### src/rtl/riot_pkg.sv
// Shared constants and the bus-access decode for the MM6532 interval-timer controller.
package riot_pkg;

  localparam logic [1:0] C_PRESCALE_0001T = 2'b00;
  localparam logic [1:0] C_PRESCALE_0008T = 2'b01;
  localparam logic [1:0] C_PRESCALE_0064T = 2'b10;
  localparam logic [1:0] C_PRESCALE_1024T = 2'b11;

  localparam int A_TMR_SEL  = 4;
  localparam int A_IRQ_EN   = 3;
  localparam int A_REG_SEL  = 2;
  localparam int A_RD_FLAGS = 0;

  localparam int FLAG_TIMER = 7;
  localparam int FLAG_PA7   = 6;

  typedef enum logic [2:0] {
    ACC_NONE,
    ACC_WR_TIMER,
    ACC_WR_EDGE,
    ACC_RD_TIMER,
    ACC_RD_FLAGS,
    ACC_RD_UNMAPPED
  } access_e;

  // Unmapped reads are kept distinct so they can still drive DO to zero.
  function automatic access_e decode_access(input logic cs, input logic rw,
                                            input logic [4:0] a);
    access_e acc;
    acc = ACC_NONE;
    if (cs) begin
      if (!a[A_REG_SEL])
        acc = rw ? ACC_RD_UNMAPPED : ACC_NONE;
      else if (rw)
        acc = a[A_RD_FLAGS] ? ACC_RD_FLAGS : ACC_RD_TIMER;
      else
        acc = a[A_TMR_SEL] ? ACC_WR_TIMER : ACC_WR_EDGE;
    end
    return acc;
  endfunction

endpackage

### src/rtl/riot_edge_det.sv
// Multi-flop synchroniser followed by a polarity-selectable single-cycle edge pulse.
module riot_edge_det #(
  parameter int STAGES = 2
) (
  input  logic clk,
  input  logic rst_n,
  input  logic din,
  input  logic pos_sel,
  output logic pulse
);

  logic [STAGES-1:0] sync;
  logic              prev;

  always_ff @(posedge clk or negedge rst_n) begin
    if (!rst_n) begin
      sync <= '0;
      prev <= 1'b0;
    end else begin
      sync <= {sync[STAGES-2:0], din};
      prev <= sync[STAGES-1];
    end
  end

  // Polarity only picks which transition counts, so flipping it on a steady input cannot fire.
  assign pulse = pos_sel ? (sync[STAGES-1] & ~prev) : (~sync[STAGES-1] & prev);

endmodule

### src/rtl/riot_timer_ctrl.sv
// CPU-side controller for the MM6532 interval timer: access decode, flags, IRQ enables and IRQ_N.
// The PA7 edge interrupt path is only built when RIOT_PA7_IRQ_EN is defined.
module riot_timer_ctrl
  import riot_pkg::*;
#(
  parameter int PA7_SYNC_STAGES = 2
) (
  input  logic       CLK,
  input  logic       RES_N,
  input  logic       CS,
  input  logic       RW,
  input  logic [4:0] A,
  input  logic [7:0] DI,
  output logic [7:0] DO,
  output logic       IRQ_N,
  input  logic       PA7,
  output logic       TMR_WE,
  output logic [1:0] TMR_PRESCALE,
  output logic [7:0] TMR_IN,
  input  logic [7:0] TMR_OUT,
  input  logic       TMR_INT
);

  access_e    acc;
  logic       timer_flag;
  logic       timer_flag_nxt;
  logic       timer_en;
  logic       pa7_flag;
  logic       pa7_en;
  logic [7:0] flags;

  assign acc = decode_access(CS, RW, A);

  // A reload discards any pending underflow; a plain read loses to a new underflow.
  always_comb begin
    timer_flag_nxt = timer_flag;
    if (acc == ACC_WR_TIMER)
      timer_flag_nxt = 1'b0;
    else if (TMR_INT)
      timer_flag_nxt = 1'b1;
    else if (acc == ACC_RD_TIMER)
      timer_flag_nxt = 1'b0;
  end

  always_comb begin
    flags             = '0;
    flags[FLAG_TIMER] = timer_flag;
    flags[FLAG_PA7]   = pa7_flag;
  end

  always_ff @(posedge CLK or negedge RES_N) begin
    if (!RES_N) begin
      DO           <= '0;
      IRQ_N        <= 1'b1;
      TMR_WE       <= 1'b0;
      TMR_PRESCALE <= C_PRESCALE_0001T;
      TMR_IN       <= '0;
      timer_flag   <= 1'b0;
      timer_en     <= 1'b0;
    end else begin
      TMR_WE     <= 1'b0;
      timer_flag <= timer_flag_nxt;
      IRQ_N      <= ~((timer_flag & timer_en) | (pa7_flag & pa7_en));
      case (acc)
        ACC_WR_TIMER: begin
          TMR_WE       <= 1'b1;
          TMR_IN       <= DI;
          TMR_PRESCALE <= A[1:0];
          timer_en     <= A[A_IRQ_EN];
        end
        ACC_RD_TIMER: begin
          DO       <= TMR_OUT;
          timer_en <= A[A_IRQ_EN];
        end
        ACC_RD_FLAGS:    DO <= flags;
        ACC_RD_UNMAPPED: DO <= '0;
        default: ;
      endcase
    end
  end

`ifdef RIOT_PA7_IRQ_EN
  logic edge_pos;
  logic pa7_edge;

  riot_edge_det #(
    .STAGES(PA7_SYNC_STAGES)
  ) u_pa7_edge (
    .clk    (CLK),
    .rst_n  (RES_N),
    .din    (PA7),
    .pos_sel(edge_pos),
    .pulse  (pa7_edge)
  );

  always_ff @(posedge CLK or negedge RES_N) begin
    if (!RES_N) begin
      pa7_flag <= 1'b0;
      pa7_en   <= 1'b0;
      edge_pos <= 1'b0;
    end else begin
      if (acc == ACC_WR_EDGE) begin
        pa7_en   <= A[1];
        edge_pos <= A[0];
      end
      if (pa7_edge)
        pa7_flag <= 1'b1;
      else if (acc == ACC_RD_FLAGS)
        pa7_flag <= 1'b0;
    end
  end
`else
  logic unused_pa7;
  assign unused_pa7 = PA7;
  assign pa7_flag   = 1'b0;
  assign pa7_en     = 1'b0;
`endif

endmodule

### config.mk
export PLATFORM = sky130hd
export DESIGN_NAME = riot_timer_ctrl
export DESIGN_NICKNAME = d
export VERILOG_FILES = /design/src/rtl/riot_pkg.sv /design/src/rtl/riot_edge_det.sv /design/src/rtl/riot_timer_ctrl.sv
export SDC_FILE = /design/constraint.sdc
export NUM_CORES = 1
export LEC_CHECK = 0
export BUFFER_PORTS_ARGS = -buffer_cell sky130_fd_sc_hd__buf_2
export CORE_MARGIN = 4
export CORE_UTILIZATION = 40
export DETAILED_ROUTE_END_ITERATION = 10
export MAX_ROUTING_LAYER = met4
export PLACE_DENSITY = 0.84
export SLEW_MARGIN = 20
export SYNTH_ARGS = -nofsm -noshare
export SYNTH_HDL_FRONTEND = slang
export SYNTH_SLANG_ARGS = --single-unit
### constraint.sdc
create_clock -name CLK -period 1 [get_ports CLK]
set_input_delay 0.05 -clock CLK [delete_from_list [all_inputs] [get_ports CLK]]
set_output_delay 0.05 -clock CLK [all_outputs]
set_load 0.02 [all_outputs]
Word-level counts from Yosys, hierarchy flattened
Cells that the tools add are included.
{"block": "totals", "word_cells": 27, "out_inout_bits": 20, "regBits": 22, "input_bits": 27}
{"block": "op_classes", "n_eq_ne": 4, "mux": 11, "bitwise": 2, "reduce_logical": 3}
{"op": "case mux 8 bit (3 select lines)", "count": 1}
{"op": "two-way mux 3 bit", "count": 5}
{"op": "equality test 3 bit, second input constant", "count": 2}
{"op": "nonzero test 3 bit", "count": 2}
{"op": "two-way mux 1 bit", "count": 4}
{"op": "equality test 3 x 1 -> 1 bit, second input constant", "count": 1}
{"op": "equality test 3 x 2 -> 1 bit, second input constant", "count": 1}
{"op": "two-way mux 2 bit", "count": 1}
{"op": "OR reduction 2 bit", "count": 1}
{"op": "AND 1 bit", "count": 1}
{"op": "NOT 1 bit", "count": 1}

Longest topological paths before layout
{"block": "logic_depth", "depth_word": 8, "ltp_mapped": 4, "depth_no_buf": 3}

Worst setup path after synthesis
OpenSTA, ideal clock, no wires.
{"block": "synth_path", "kind": "input-to-reg", "startpoint": "input port RW", "endpoint": "register TMR_IN[2]", "arrival_ns": 0.837, "stages": 4, "path_slack_ns": 0.038, "cell_sequence": "nand2b_4 -> or2_4 -> buf_6 -> mux2_4"}
{"block": "synth_via", "elab_chain_len": 4, "elab_cells_between_ends": 5, "cone_classes": "eq/ne (1); mux (4)"}
{"element": "from (decl)", "line_no": "riot_timer_ctrl.sv:11", "text": "input logic RW,"}
{"element": "two-way mux 3 bit, on equally long branches", "line_no": "riot_pkg.sv:33, riot_pkg.sv:34"}
{"element": "two-way mux 3 bit (*)", "line_no": "riot_pkg.sv:32", "text": "if (!a[A_REG_SEL])"}
{"element": "two-way mux 3 bit (*)", "line_no": "riot_pkg.sv:31", "text": "if (cs) begin"}
{"element": "equality test 3 x 1 -> 1 bit (*)", "line_no": "riot_timer_ctrl.sv:64", "text": "case (acc)"}
{"element": "to (signal assigned)", "line_no": "riot_timer_ctrl.sv:57", "text": "TMR_IN <= '0;"}
{"element": "to (signal assigned)", "line_no": "riot_timer_ctrl.sv:67", "text": "TMR_IN <= DI;"}
{"element": "to (decl)", "line_no": "riot_timer_ctrl.sv:19", "text": "output logic [7:0] TMR_IN,"}
Every way passes the cells marked *; elsewhere a longest branch is shown, timed or not.
A chain may end at the register's enable or synchronous reset.

Worst setup path after layout
{"block": "layout_path", "startpoint": "register IRQ_N", "endpoint": "output port IRQ_N"}
{"element": "from (decl)", "line_no": "riot_timer_ctrl.sv:15", "text": "output logic IRQ_N,"}
{"element": "from (signal assigned)", "line_no": "riot_timer_ctrl.sv:63", "text": "IRQ_N <= ~((timer_flag & timer_en) | (pa7_flag & pa7_en));"}
No word-level cell between the ends.

==> impl_metrics.csv <==
group,metric,value,unit
outcome,status,"complete, but fails checks",
outcome,violations,"negative setup slack",
timing,fmax,994,MHz
global_route,grt_pass1_wl,3350,microns
global_route,antenna_found_initial,0,
hold_path,hold_path_class,"in -> reg",
yosys,ys_ff_latch,22,
clocking,clk_pin_slew,0.11,ns
drt,drtIter0Drc,1,
floorplanning,ios,47,
floorplanning,row_count,16,
cells_and_area,final_area,0.00137,sq mm
clocking,cts_root_buf,"clkbuf_4",
timing,grt_setup_unrepaired,"yes",
yosys,synth_area,878,sq um
yosys,synth_edf_count,0,
worst_setup_path,r2r_cells,3,
clocking,cts_buffers,3,
floorplanning,die_w,54.9,microns
worst_setup_path,cp-endpoint,"IRQ_N",
cells_and_area,final_nets,154,
placement,portBuffers,45,
timing,drv_slew,0,
floorplanning,core_area,0.00202,sq mm
timing,fin_ws,-0.00613,ns
placement,gp_congestion,0.695,
cells_and_area,drive_above_1_share,0.516,
worst_setup_path,cp.depth,1,
drt,drc_errors,0,
cells_and_area,post-route-util,0.678,
yosys,ys_async_sr_fraction,1.00,
timing,min_period,1.01,ns
placement,dp_hpwl,1420,microns
worst_setup_path,setup.worst_path.end_class,"output pin",
global_route,grt_pass1_vias,770,
worst_setup_path,reg2reg_from,"timer_flag",
worst_setup_path,critPathBufInv,1,
yosys,synth-warning-count,0,
worst_setup_path,timing.rr.end,"DO[7]",
worst_setup_path,cp-start-kind,"flip-flop",
timing,setup_viol,1,
drt,vias_per_cell,4.61,
power,p_per_area,1560,mW/mm^2
worst_setup_path,crit_type,"reg -> out",
timing,finClkSkew,0.00217,ns
yosys,seq_area_frac_synth,0.628,
worst_setup_path,max_stage_delay,0.55,ns
timing,hold_ws,0.00951,ns
worst_setup_path,worstPathCellList,"buf_6",
drt,detail-route-antenna-nets,0,
power,power_leakage,0.737,nW
floorplanning,die_h,54.9,microns
clocking,cts.path.max_buffers,2,
clocking,cts_tree,"done",
yosys,syn_area_per_cell,15.4,sq um
clocking,htreeDepth,1,
cells_and_area,syn_to_final_growth,56.0,%
cells_and_area,n_antenna_cell,0,
worst_setup_path,critPathLaunch,"IRQ_N",
cells_and_area,multiInputGateArea,308,sq um
drt,wirelength,2110,microns
cells_and_area,fillCellCount,155,
yosys,synth_cells,57,
timing,worst_slew_pin_slew,0.466,ns
power,max-vdd-ir-drop,796,uV
global_route,grt_util_all_layers,0.171,
timing,finalHoldViolCount,0,
yosys,dominantRegCellSynth,"dfrtp_1",
worst_setup_path,worstPathRequired,0.95,ns
timing,fin_crit_sh,1.01,
drt,vias,706,
cells_and_area,seqCellArea,552,sq um
yosys,synth_nets,84,
yosys,synth_cell_type_count,17,
drt,post_drt_wl_per_cell,13.8,microns
floorplanning,start_util,0.434,
global_route,grt_overflow,0,
run,cap_violations,0,
floorplanning,die_area,0.00301,sq mm
worst_setup_path,cp_top_family,"flip-flops",
worst_setup_path,path_max_fanout,1,
worst_setup_path,rrSetupSlack,0.08,ns
placement,placed_area,0.00114,sq mm
clocking,clk_latency,0.30,ns
timing,relSlewSlack,0.689,
clocking,cts_sinks,22,
global_route,grt_max_degree,23,
worst_setup_path,crit_slowest_cell,"dfstp_2",
drt,drtPass1Iterations,3,
worst_setup_path,arrival,0.96,ns
[cell usage after synthesis, types with 4 or more instances]
| master | count | area share |
|---|---|---|
| mux2_2 | 4 | 0.051 |
| nand2_1 | 5 | 0.021 |
| dfrtp_1 | 21 | 0.60 |
| mux2_4 | 8 | 0.14 |
| a22o_1 | 7 | 0.070 |
[cells in the final DEF (no fill, tap or decap), types with 2 or more instances in the layout]
cell	count
a22o_1	7
buf_2	44
buf_4	2
clkbuf_4	3
dfrtp_1	21
dlygate4sd3_1	20
mux2_2	4
mux2_4	8
nand2_1	5
[sequential cells by signal, indices dropped and copies added (netlist names)]
signal / count
TMR_PRESCALE: 2
timer_flag: 1
TMR_WE: 1
TMR_IN: 8
timer_en: 1
DO: 8
IRQ_N: 1
[worst reg2reg max path, delay by kind of cell, from the launching register on]
| kind | cells | cell delay, ns |
|---|---|---|
| muxes | 1 | 0.26 |
| AOI/OAI and AO/OA | 1 | 0.06 |
| and+or+nand+nor | 1 | 0.06 |
| DFF | 1 | 0.41 |
[worst min path at each step]
stage	startpoint	to	slack [ns]	depth (start not counted)
finish	A[2]	DO[7]	0.01	3
global route	A[2]	DO[7]	0.02	3
CTS	A[2]	DO[7]	0.004	3
detailed placement	RES_N	TMR_IN[5]	0.03	1
global placement	RES_N	TMR_IN[6]	0.03	1
floorplan	RES_N	DO[0]	-0.25	0
[power breakdown]
part	leakage (nW)	internal (mW)	switching, mW
Clock	0.0150	0.155	0.247
Sequential	0.273	1.03	0.0725
Combinational	0.449	0.330	0.308
Total	0.737	1.52	0.627
[cell type report]
cell class | count | area share
Sequential cell | 22 | 0.403
Multi-Input combinational cell | 32 | 0.225
Clock buffer | 4 | 0.0192
Inverter | 1 | 0.00274
Tap cell | 27 | 0.0247
Timing Repair Buffer | 67 | 0.326
[per-stage QoR]
stage | setup TNS (ns) | instances | power (mW) | setup WS (ns)
after CTS | -0.0222 | 152 | 2.17 | -0.0222
after global placement | -0.205 | 129 | 1.67 | -0.0267
final | -0.00613 | 153 | 2.14 | -0.00613
after global routing | -0.0509 | 153 | 2.27 | -0.0509
after detailed placement | -0.356 | 129 | 1.69 | -0.0454
after floorplan | 0 | 57 | 1.46 | 0.0383
[cell families after synthesis]
kind of cell | Yosys count | share of synthesized area
DFF | 22 | 0.628
AOI/OAI and AO/OA | 10 | 0.0897
buffers and inverters | 3 | 0.0214
muxes | 12 | 0.188
and+or+nand+nor | 10 | 0.0727
[per-layer routing]
metal	up-vias	part of all wire	global-route usage
li1	341	-	-
met1	334	0.39	0.174
met2	29	0.53	0.301
met3	2	0.067	0.0327
met4	0	0.013	0.0996
met5	-	0	-
[what timing repair did]
item,CTS,global route
resized for setup,2,0
hold endpoints to repair,39,1
endpoints found under the setup margin,1,1
hold buffers,19,1
buffers inserted,0,0
(Power assumes the default switching activity.)
